==> src/rtl/seg_pkg.sv <==
// seg_pkg: shared types, constants and helpers for the 7-segment digit scanner.
// Latency: n/a (declarations only).
// Backpressure: n/a.
// Contents: scan_state_t FSM encoding, BCD_BLANK code, an_drive() anode polarity helper.
package seg_pkg;

    localparam logic [1:0] ST_IDLE  = 2'd0;
    localparam logic [1:0] ST_BLANK = 2'd1;
    localparam logic [1:0] ST_SHOW  = 2'd2;

    typedef enum logic [1:0] {
        IDLE  = ST_IDLE,
        BLANK = ST_BLANK,
        SHOW  = ST_SHOW
    } scan_state_t;

    // Any code above 9 decodes to all segments off downstream; F is the canonical blank.
    localparam logic [3:0] BCD_BLANK = 4'hF;

    // Applies anode polarity to a one-hot (or all-zero) enable vector.
    // Fixed 32-bit width so it serves any digit count up to 32; callers truncate.
    function automatic logic [31:0] an_drive(input logic [31:0] onehot, input logic active_low);
        return active_low ? ~onehot : onehot;
    endfunction

endpackage

==> src/rtl/seg_slot_timer.sv <==
// seg_slot_timer: per-slot cycle counter (0..SCAN_DIV-1) with blank-end / slot-end strobes.
// Latency: strobes are combinational decodes of the registered count.
// Backpressure: none; counts while run=1, holds while run=0, cleared whenever en=0.
// Ports: clk, rst_n (async active-low), en (clear when low), run (advance),
//        blank_end (last BLANK cycle), slot_end (last cycle of slot), slot_pre_end (one before slot_end).
module seg_slot_timer #(
    parameter int SCAN_DIV     = 50000,
    parameter int BLANK_CYCLES = 16
) (
    input  logic clk,
    input  logic rst_n,
    input  logic en,
    input  logic run,
    output logic blank_end,
    output logic slot_end,
    output logic slot_pre_end
);

    localparam int             CW       = $clog2(SCAN_DIV);
    localparam logic [CW-1:0]  CNT_LAST = CW'(SCAN_DIV - 1);
    localparam logic [CW-1:0]  CNT_PRE  = CW'(SCAN_DIV - 2);

    logic [CW-1:0] cnt_q;

    always_ff @(posedge clk or negedge rst_n) begin
        if (!rst_n) begin
            cnt_q <= '0;
        end else if (!en) begin
            cnt_q <= '0;
        end else if (run) begin
            cnt_q <= (cnt_q == CNT_LAST) ? '0 : cnt_q + 1'b1;
        end
    end

    assign slot_end     = run && (cnt_q == CNT_LAST);
    // Lookahead lets the top register frame_done so it lands on the last SHOW cycle itself.
    assign slot_pre_end = run && (cnt_q == CNT_PRE);

    generate
        if (BLANK_CYCLES > 0) begin : g_blank
            localparam logic [CW-1:0] CNT_BLANK_LAST = CW'(BLANK_CYCLES - 1);
            assign blank_end = run && (cnt_q == CNT_BLANK_LAST);
        end else begin : g_no_blank
            assign blank_end = 1'b0;
        end
    endgenerate

endmodule

==> src/rtl/seg_digit_scanner.sv <==
// seg_digit_scanner: time-multiplexes NUM_DIGITS packed BCD digits onto one BCD bus + one-hot anodes.
// Latency: all outputs registered; pins follow en/load one clock after they are sampled.
// Backpressure: none; load is a strobe, digits are double-buffered so a frame never tears.
// Ports: clk, rst_n (async active-low), en (0 = dark), load + digits_in (digit 0 in [3:0]),
//        bcd_out (4'hF = blank), an_out (one-hot, polarity AN_ACTIVE_LOW), digit_idx, frame_done.
// Config: define SEG_LZB_EN to blank leading zeros (digit 0 is always shown). NUM_DIGITS <= 32.
module seg_digit_scanner
    import seg_pkg::*;
#(
    parameter int NUM_DIGITS    = 4,
    parameter int SCAN_DIV      = 50000,
    parameter int BLANK_CYCLES  = 16,
    parameter int AN_ACTIVE_LOW = 1
) (
    input  logic                          clk,
    input  logic                          rst_n,
    input  logic                          en,
    input  logic                          load,
    input  logic [4*NUM_DIGITS-1:0]       digits_in,
    output logic [3:0]                    bcd_out,
    output logic [NUM_DIGITS-1:0]         an_out,
    output logic [$clog2(NUM_DIGITS)-1:0] digit_idx,
    output logic                          frame_done
);

    localparam int                    IW       = $clog2(NUM_DIGITS);
    localparam logic [IW-1:0]         IDX_LAST = IW'(NUM_DIGITS - 1);
    localparam logic [NUM_DIGITS-1:0] AN_OFF   = {NUM_DIGITS{AN_ACTIVE_LOW != 0}};

    scan_state_t             state_q, state_n;
    logic                    blank_end, slot_end, slot_pre_end;
    logic [IW-1:0]           idx_n;
    logic [4*NUM_DIGITS-1:0] active_q, active_n, pending_q;
    logic                    pending_vld_q;
    logic                    frame_end_n;
    logic                    show_n;
    logic [3:0]              digit_sel, bcd_n;
    logic [NUM_DIGITS-1:0]   an_n;

    seg_slot_timer #(
        .SCAN_DIV     (SCAN_DIV),
        .BLANK_CYCLES (BLANK_CYCLES)
    ) u_slot_timer (
        .clk          (clk),
        .rst_n        (rst_n),
        .en           (en),
        .run          (state_q != IDLE),
        .blank_end    (blank_end),
        .slot_end     (slot_end),
        .slot_pre_end (slot_pre_end)
    );

    // digit_idx doubles as the index register; idx_n is its next value.
    always_comb begin
        state_n = state_q;
        idx_n   = digit_idx;
        if (!en) begin
            state_n = IDLE;
            idx_n   = '0;
        end else begin
            case (state_q)
                IDLE: begin
                    idx_n = '0;
                    if (BLANK_CYCLES == 0) state_n = SHOW;
                    else                   state_n = BLANK;
                end
                BLANK: begin
                    if (blank_end) state_n = SHOW;
                end
                SHOW: begin
                    if (slot_end) begin
                        idx_n = (digit_idx == IDX_LAST) ? '0 : digit_idx + 1'b1;
                        if (BLANK_CYCLES == 0) state_n = SHOW;
                        else                   state_n = BLANK;
                    end
                end
                default: state_n = IDLE;
            endcase
        end
    end

    // frame_done (registered) marks the boundary cycle: the last SHOW clock of the last digit.
    always_comb begin
        active_n = active_q;
        if (frame_done) begin
            if (load)               active_n = digits_in;
            else if (pending_vld_q) active_n = pending_q;
        end else if (state_q == IDLE && load) begin
            active_n = digits_in;
        end
    end

    assign frame_end_n = en && (state_q == SHOW) && slot_pre_end && (digit_idx == IDX_LAST);
    assign show_n      = (state_n == SHOW);

    // Selection reads the post-update buffer so a frame's first SHOW already uses the new digits.
`ifdef SEG_LZB_EN
    logic [NUM_DIGITS-1:0] lz_mask;
    logic                  zero_run;
    always_comb begin
        lz_mask  = '0;
        zero_run = 1'b1;
        for (int k = NUM_DIGITS - 1; k >= 0; k--) begin
            zero_run   = zero_run && (active_n[4*k +: 4] == 4'h0);
            lz_mask[k] = zero_run && (k != 0);
        end
        digit_sel = lz_mask[idx_n] ? BCD_BLANK : active_n[{idx_n, 2'b00} +: 4];
    end
`else
    assign digit_sel = active_n[{idx_n, 2'b00} +: 4];
`endif

    assign bcd_n = show_n ? digit_sel : BCD_BLANK;
    assign an_n  = NUM_DIGITS'(an_drive(show_n ? (32'd1 << idx_n) : 32'd0, AN_ACTIVE_LOW != 0));

    always_ff @(posedge clk or negedge rst_n) begin
        if (!rst_n) begin
            state_q    <= IDLE;
            digit_idx  <= '0;
            bcd_out    <= BCD_BLANK;
            an_out     <= AN_OFF;
            frame_done <= 1'b0;
        end else begin
            state_q    <= state_n;
            digit_idx  <= idx_n;
            bcd_out    <= bcd_n;
            an_out     <= an_n;
            frame_done <= frame_end_n;
        end
    end

    always_ff @(posedge clk or negedge rst_n) begin
        if (!rst_n) begin
            active_q      <= {NUM_DIGITS{BCD_BLANK}};
            pending_q     <= '0;
            pending_vld_q <= 1'b0;
        end else begin
            active_q <= active_n;
            if (frame_done) begin
                pending_vld_q <= 1'b0;
            end else if (state_q == IDLE) begin
                // A direct load in IDLE supersedes anything still waiting in pending.
                if (load) pending_vld_q <= 1'b0;
            end else if (load) begin
                pending_q     <= digits_in;
                pending_vld_q <= 1'b1;
            end
        end
    end

endmodule

==> config.mk <==
export PLATFORM = sky130hd
export DESIGN_NAME = seg_digit_scanner
export DESIGN_NICKNAME = d
export VERILOG_FILES = /design/src/rtl/seg_pkg.sv /design/src/rtl/seg_slot_timer.sv /design/src/rtl/seg_digit_scanner.sv
export SDC_FILE = /design/constraint.sdc
export NUM_CORES = 1
export LEC_CHECK = 0
export BUFFER_PORTS_ARGS = -buffer_cell sky130_fd_sc_hd__buf_4
export CAP_MARGIN = 20
export CORE_ASPECT_RATIO = 1.4
export CORE_MARGIN = 4
export CORE_UTILIZATION = 55
export DETAILED_ROUTE_END_ITERATION = 8
export PLACE_DENSITY = 0.75
export REMOVE_ABC_BUFFERS = 1
export SYNTH_ARGS = -nofsm -noshare
export SYNTH_HDL_FRONTEND = slang
export SYNTH_SLANG_ARGS = --single-unit
==> constraint.sdc <==
create_clock -name clk -period 4.6 [get_ports clk]
set_input_delay 0 -clock clk [delete_from_list [all_inputs] [get_ports clk]]
set_output_delay 0 -clock clk [all_outputs]
set_load 0.01 [all_outputs]
# Yosys cells after proc, flatten, opt, wreduce, memory -nomap -nowiden
# Cells that the tools add are included.
# word_totals
ff_bits,62
input_bits,20
out_inout_bits,11
# op_classes
add_sub_neg,2
eq_ne,8
shifts,2
mux,21
bitwise_logic,3
reduce_logical,11
# ops
op,count
$mux W16,7
$eq A16 B16 Y1 const B,2
$add A16 B1 Y16 const B,1
$eq A16 B4 Y1 const B,1
$shiftx A16 B5 Y4,1
$mux W2,6
$mux W4,2
$logic_and A1 B1 Y1,7
$eq A2 B2 Y1 const B,3
$pmux W2 S3,1
$mux W1,4
$not A4 Y4,1
$pmux W2 S2,1
$reduce_bool A2 Y1,2
$shl A1 B2 Y4 const A,1
$reduce_and A3 Y1,1
$add A2 B1 Y2 const B,1
$eq A2 B1 Y1 const B,1
$logic_not A2 Y1,1
$ne A2 B1 Y1 const B,1
$not A1 Y1,2

# Longest topological paths before layout
# logic_depth
word_depth,8
ltp_mapped,9
ltp_nobuf,8

# Hierarchy
# From an unflattened synthesis, not the netlist that was laid out.
# hier_totals
cells_unflattened,278
area_unflattened_um2,3083.0
# modules_own_cells
module,instances,cells_per_inst,area_per_inst_um2,seq_area_each_um2
seg_digit_scanner,1,169,2080.7,1181.1
seg_slot_timer,1,109,1002.2,400.4

# Worst setup path after synthesis
# No wires, ideal clock.
# synth_path
path_kind,register to register
startpoint,register u_slot_timer.cnt_q[0]
endpoint,register bcd_out[1]
arrival_ns,1.808
required_time_ns,4.506
slack_ns,2.699
stages_incl_launch_ff,9
path_cell_list,dfrtp_1 ha_1 and4_1 and4_2 a21oi_2 or2_4 clkinv_1 nand3_1 o2111ai_1
# synth_between
elab_chain_len,7
elab_cells_between_ends,14
cone_classes,eq/ne (3); shift (1); mux (8); reduce/logical (2)
# synth_lines
item,line_no,rtl
from (decl),seg_slot_timer.sv:23,logic [CW-1:0] cnt_q;
from (signal assigned),seg_slot_timer.sv:31,cnt_q <= (cnt_q == CNT_LAST) ? '0 : cnt_q + 1'b1;
$eq A16 B16 Y1,seg_slot_timer.sv:35,assign slot_end = run && (cnt_q == CNT_LAST);
$logic_and A1 B1 Y1,seg_slot_timer.sv:35,
$mux W2,seg_digit_scanner.sv:71,if (slot_end) begin
$pmux W2 S2,seg_digit_scanner.sv:61,case (state_q)
$mux W2,seg_digit_scanner.sv:57,if (!en) begin
named net idx_n[1],seg_digit_scanner.sv:32,logic [IW-1:0] idx_n;
$shiftx A16 B5 Y4,seg_digit_scanner.sv:110,"assign digit_sel = active_n[{idx_n, 2'b00} +: 4];"
$mux W4,seg_digit_scanner.sv:113,assign bcd_n = show_n ? digit_sel : BCD_BLANK;
named net bcd_n[1],seg_digit_scanner.sv:37,"logic [3:0] digit_sel, bcd_n;"
to (signal assigned),seg_digit_scanner.sv:126,bcd_out <= bcd_n;
to (decl),seg_digit_scanner.sv:20,"output logic [3:0] bcd_out,"
# The timed path passes the listed nets, and every way through them passes these cells.
# A chain may end at the register's enable or synchronous reset.

# Final worst setup path
# layout_path
startpoint,register frame_done
endpoint,register bcd_out[1]
# layout_between
elab_chain_len,3
# layout_lines
item,line_no,rtl
from (decl),seg_digit_scanner.sv:23,output logic frame_done
from (signal assigned),seg_digit_scanner.sv:128,frame_done <= frame_end_n;
$mux W16,seg_digit_scanner.sv:85,if (frame_done) begin
named net active_n[13],seg_digit_scanner.sv:33,"logic [4*NUM_DIGITS-1:0] active_q, active_n, pending_q;"
$shiftx A16 B5 Y4,seg_digit_scanner.sv:110,
$mux W4,seg_digit_scanner.sv:113,
named net bcd_n[1],seg_digit_scanner.sv:37,
# The timed path passes the listed nets, and every way through them passes these cells.

==> results.cfg <==
[sta]
hold_viol_final = 0
finalSetupViolations = 0
period_needed_ns = 2.47
rsz0062_at_grt = false
clock.fmax_mhz = 404
worst_slew_margin_rel_pct = 39.1
tightestPinTransition_ns = 0.911
fin_skew_ns = 0.00970
maxSlewViolCount = 0
hold_slack_ns = 0.0163
fin_crit_sh_pct = 53.8
setup_tns_ns = 0

[yosys]
synth_top_flop_cell = dfrtp_1
synth-seq-cells = 62
synth_edf_count = 0
netlist_instances = 315
synthDistinctLibCells = 54
synth_top_area_share_pct = 29.8
synthesis.area_um2 = 3190
yosysMostFrequentCell = dfrtp_1
ys_seq_area_share_pct = 49.6
synth_area_leaders = dfrtp_1 30%, dfstp_2 20%, mux2_2 5.6%, nor2_1 4.4%, and3_1 4.1%
avgSynthCellArea_um2 = 10.1
async_reset_ff_share_pct = 100
yosys_warnings = 0
synth_common_cells = 38 x dfrtp_1, 37 x nor2_1, 24 x dfstp_2, 24 x o21ai_0, 23 x nand2_1
yosysTopAreaCell = dfrtp_1

[cells_and_area]
final_core_util_pct = 68.5
stdcell_count = 432
final_net_count = 382
drive_gt1_share_pct = 28.3
diodes = 0
syn2layout_area_growth_pct = 19.6
fillers = 422

[placed_design]
gp_congestion = 0.873
io_buffers = 30
dp.cells = 399
dp_hpwl_um = 5340

[flow_run]
cap_violations = 0

[routing]
drt_iter0_drc = 249
drtPass1Iterations = 4
wire_per_inst_um = 18.1
num_vias = 2632
ant_nets = 0
vias_per_cell = 6.09
drc = 0
wl_um = 7830

[setup_path]
crit_path_start_kind = register
crit_start = frame_done
path_max_fanout = 21
r2r_start = frame_done
crit_type = reg -> reg
crit_required_ns = 4.84
arrival_ns = 2.71
cp-end-kind = register

[cts]
clockBufferDepth = 2
clk_latency_ns = 0.34
cts_resized = 0
clk_pin_slew_ns = 0.07
ctsRootBufferMaster = clkbuf_8
cts_buffers = 9
cts_max_level = 3
clock-sinks = 62
cts_tree = yes

[floorplan]
core_area_um2 = 5570
die_h_um = 98.1
io_pins = 31
die_width_um = 72.4
dieArea_um2 = 7100
initial_utilization_pct = 57.3
fp-row-count = 32

[grt]
grt_start_max_net_pins = 63
grt_pass1_vias = 2779
grt_pass1_wl_um = 13100
grt-ovfl-total = 0
antenna_found_initial = 0
grt_usage_pct = 23.5

[status]
status = completed

[power_and_ir_drop]
p_leak_uw = 0.00160
peakVddDrop_v = 0.000196
power_per_cell_area_nw_per_um2 = 328

[hold_path]
hold_start = en
hp-class = in -> reg
==> worst max-delay path: stages (launching register included) <==
cell and delay [ns]:
dfrtp_1 0.74, o21bai_2 0.45, nand2_1 0.54, o22ai_1 0.26
nor2_1 0.10, a21oi_2 0.14, o2111ai_1 0.15
==> final cells by class <==
cell class | instances | area [um2] | share of cell area [%]
inverter | 6 | 22.5 | 0.590
clock inverter | 3 | 42.5 | 1.12
multi-input combinational | 233 | 1530 | 40.1
tap | 68 | 85.1 | 2.23
clock buffer | 13 | 159 | 4.17
timing repair buffer | 47 | 395 | 10.4
sequential | 62 | 1580 | 41.5
==> state kept, by name, indices dropped and copies added (netlist names) <==
name and flops:
frame_done 1, active_q 16, an_out 4, bcd_out 4
digit_idx 2, u_slot_timer.cnt_q 16, pending_vld_q 1, state_q 2
pending_q 16
==> final timing paths <==
| kind | cells past startpoint | endpoint | slack, ns |
|---|---|---|---|
| max | 6 | bcd_out[1] | 2.13 |
| min in group asynchronous | 2 | pending_q[12] | 0.29 |
| min | 3 | u_slot_timer.cnt_q[11] | 0.02 |
| max in group asynchronous | 2 | pending_q[10] | 3.80 |
| max reg2reg | 6 | bcd_out[1] | 2.13 |
| min reg2reg | 1 | pending_q[2] | 0.51 |
==> logic make-up after synthesis <==
kind of cell	synth area share, %
multiplexers	5.96
AND/OR/NAND/NOR	22.4
flip-flops	49.6
AO/OA/AOI/OAI	17.6
adder cells (fa/ha/maj)	1.18
XOR/XNOR	0.824
buffers and inverters	2.47
==> stage by stage <==
stage / worst slack, ns / instance area, um2 / power, uW
after global routing: 1.98 / 3810 / 1300
after CTS: 2.19 / 3810 / 1260
after global placement: 2.36 / 3440 / 755
after floorplan: 2.70 / 3130 / 705
final: 2.13 / 3810 / 1250
after detailed placement: 2.19 / 3440 / 764
==> power breakdown <==
| part | internal, uW | switching, uW |
|---|---|---|
| sequential | 606 | 29.3 |
| clock | 279 | 205 |
| combinational | 61.9 | 70.0 |
==> routing by layer <==
layer	track usage [%]	wire [um]	up-vias
met2	40.4	4110	72
met1	27.5	3190	1277
li1	-	-	1261
met4	11.1	193	0
met3	4.63	338	22
met5	0	0	-
==> cell usage in the layout, fill, tap and decap left out, drive strengths merged, types with 17 or more instances in the layout <==
master	netlist	layout
o21ai	26	26
nor2	37	37
nand2	23	23
dfrtp	38	38
dfstp	24	24
and3	22	22
buf	3	30
dlygate4sd3	0	17
a211oi	17	17
==> timing repair <==
action,CTS,global route
setup buffers,0,0
hold endpoints to repair,70,0
hold buffers,17,0
No activity file was read; power rests on OpenSTA's default activity.
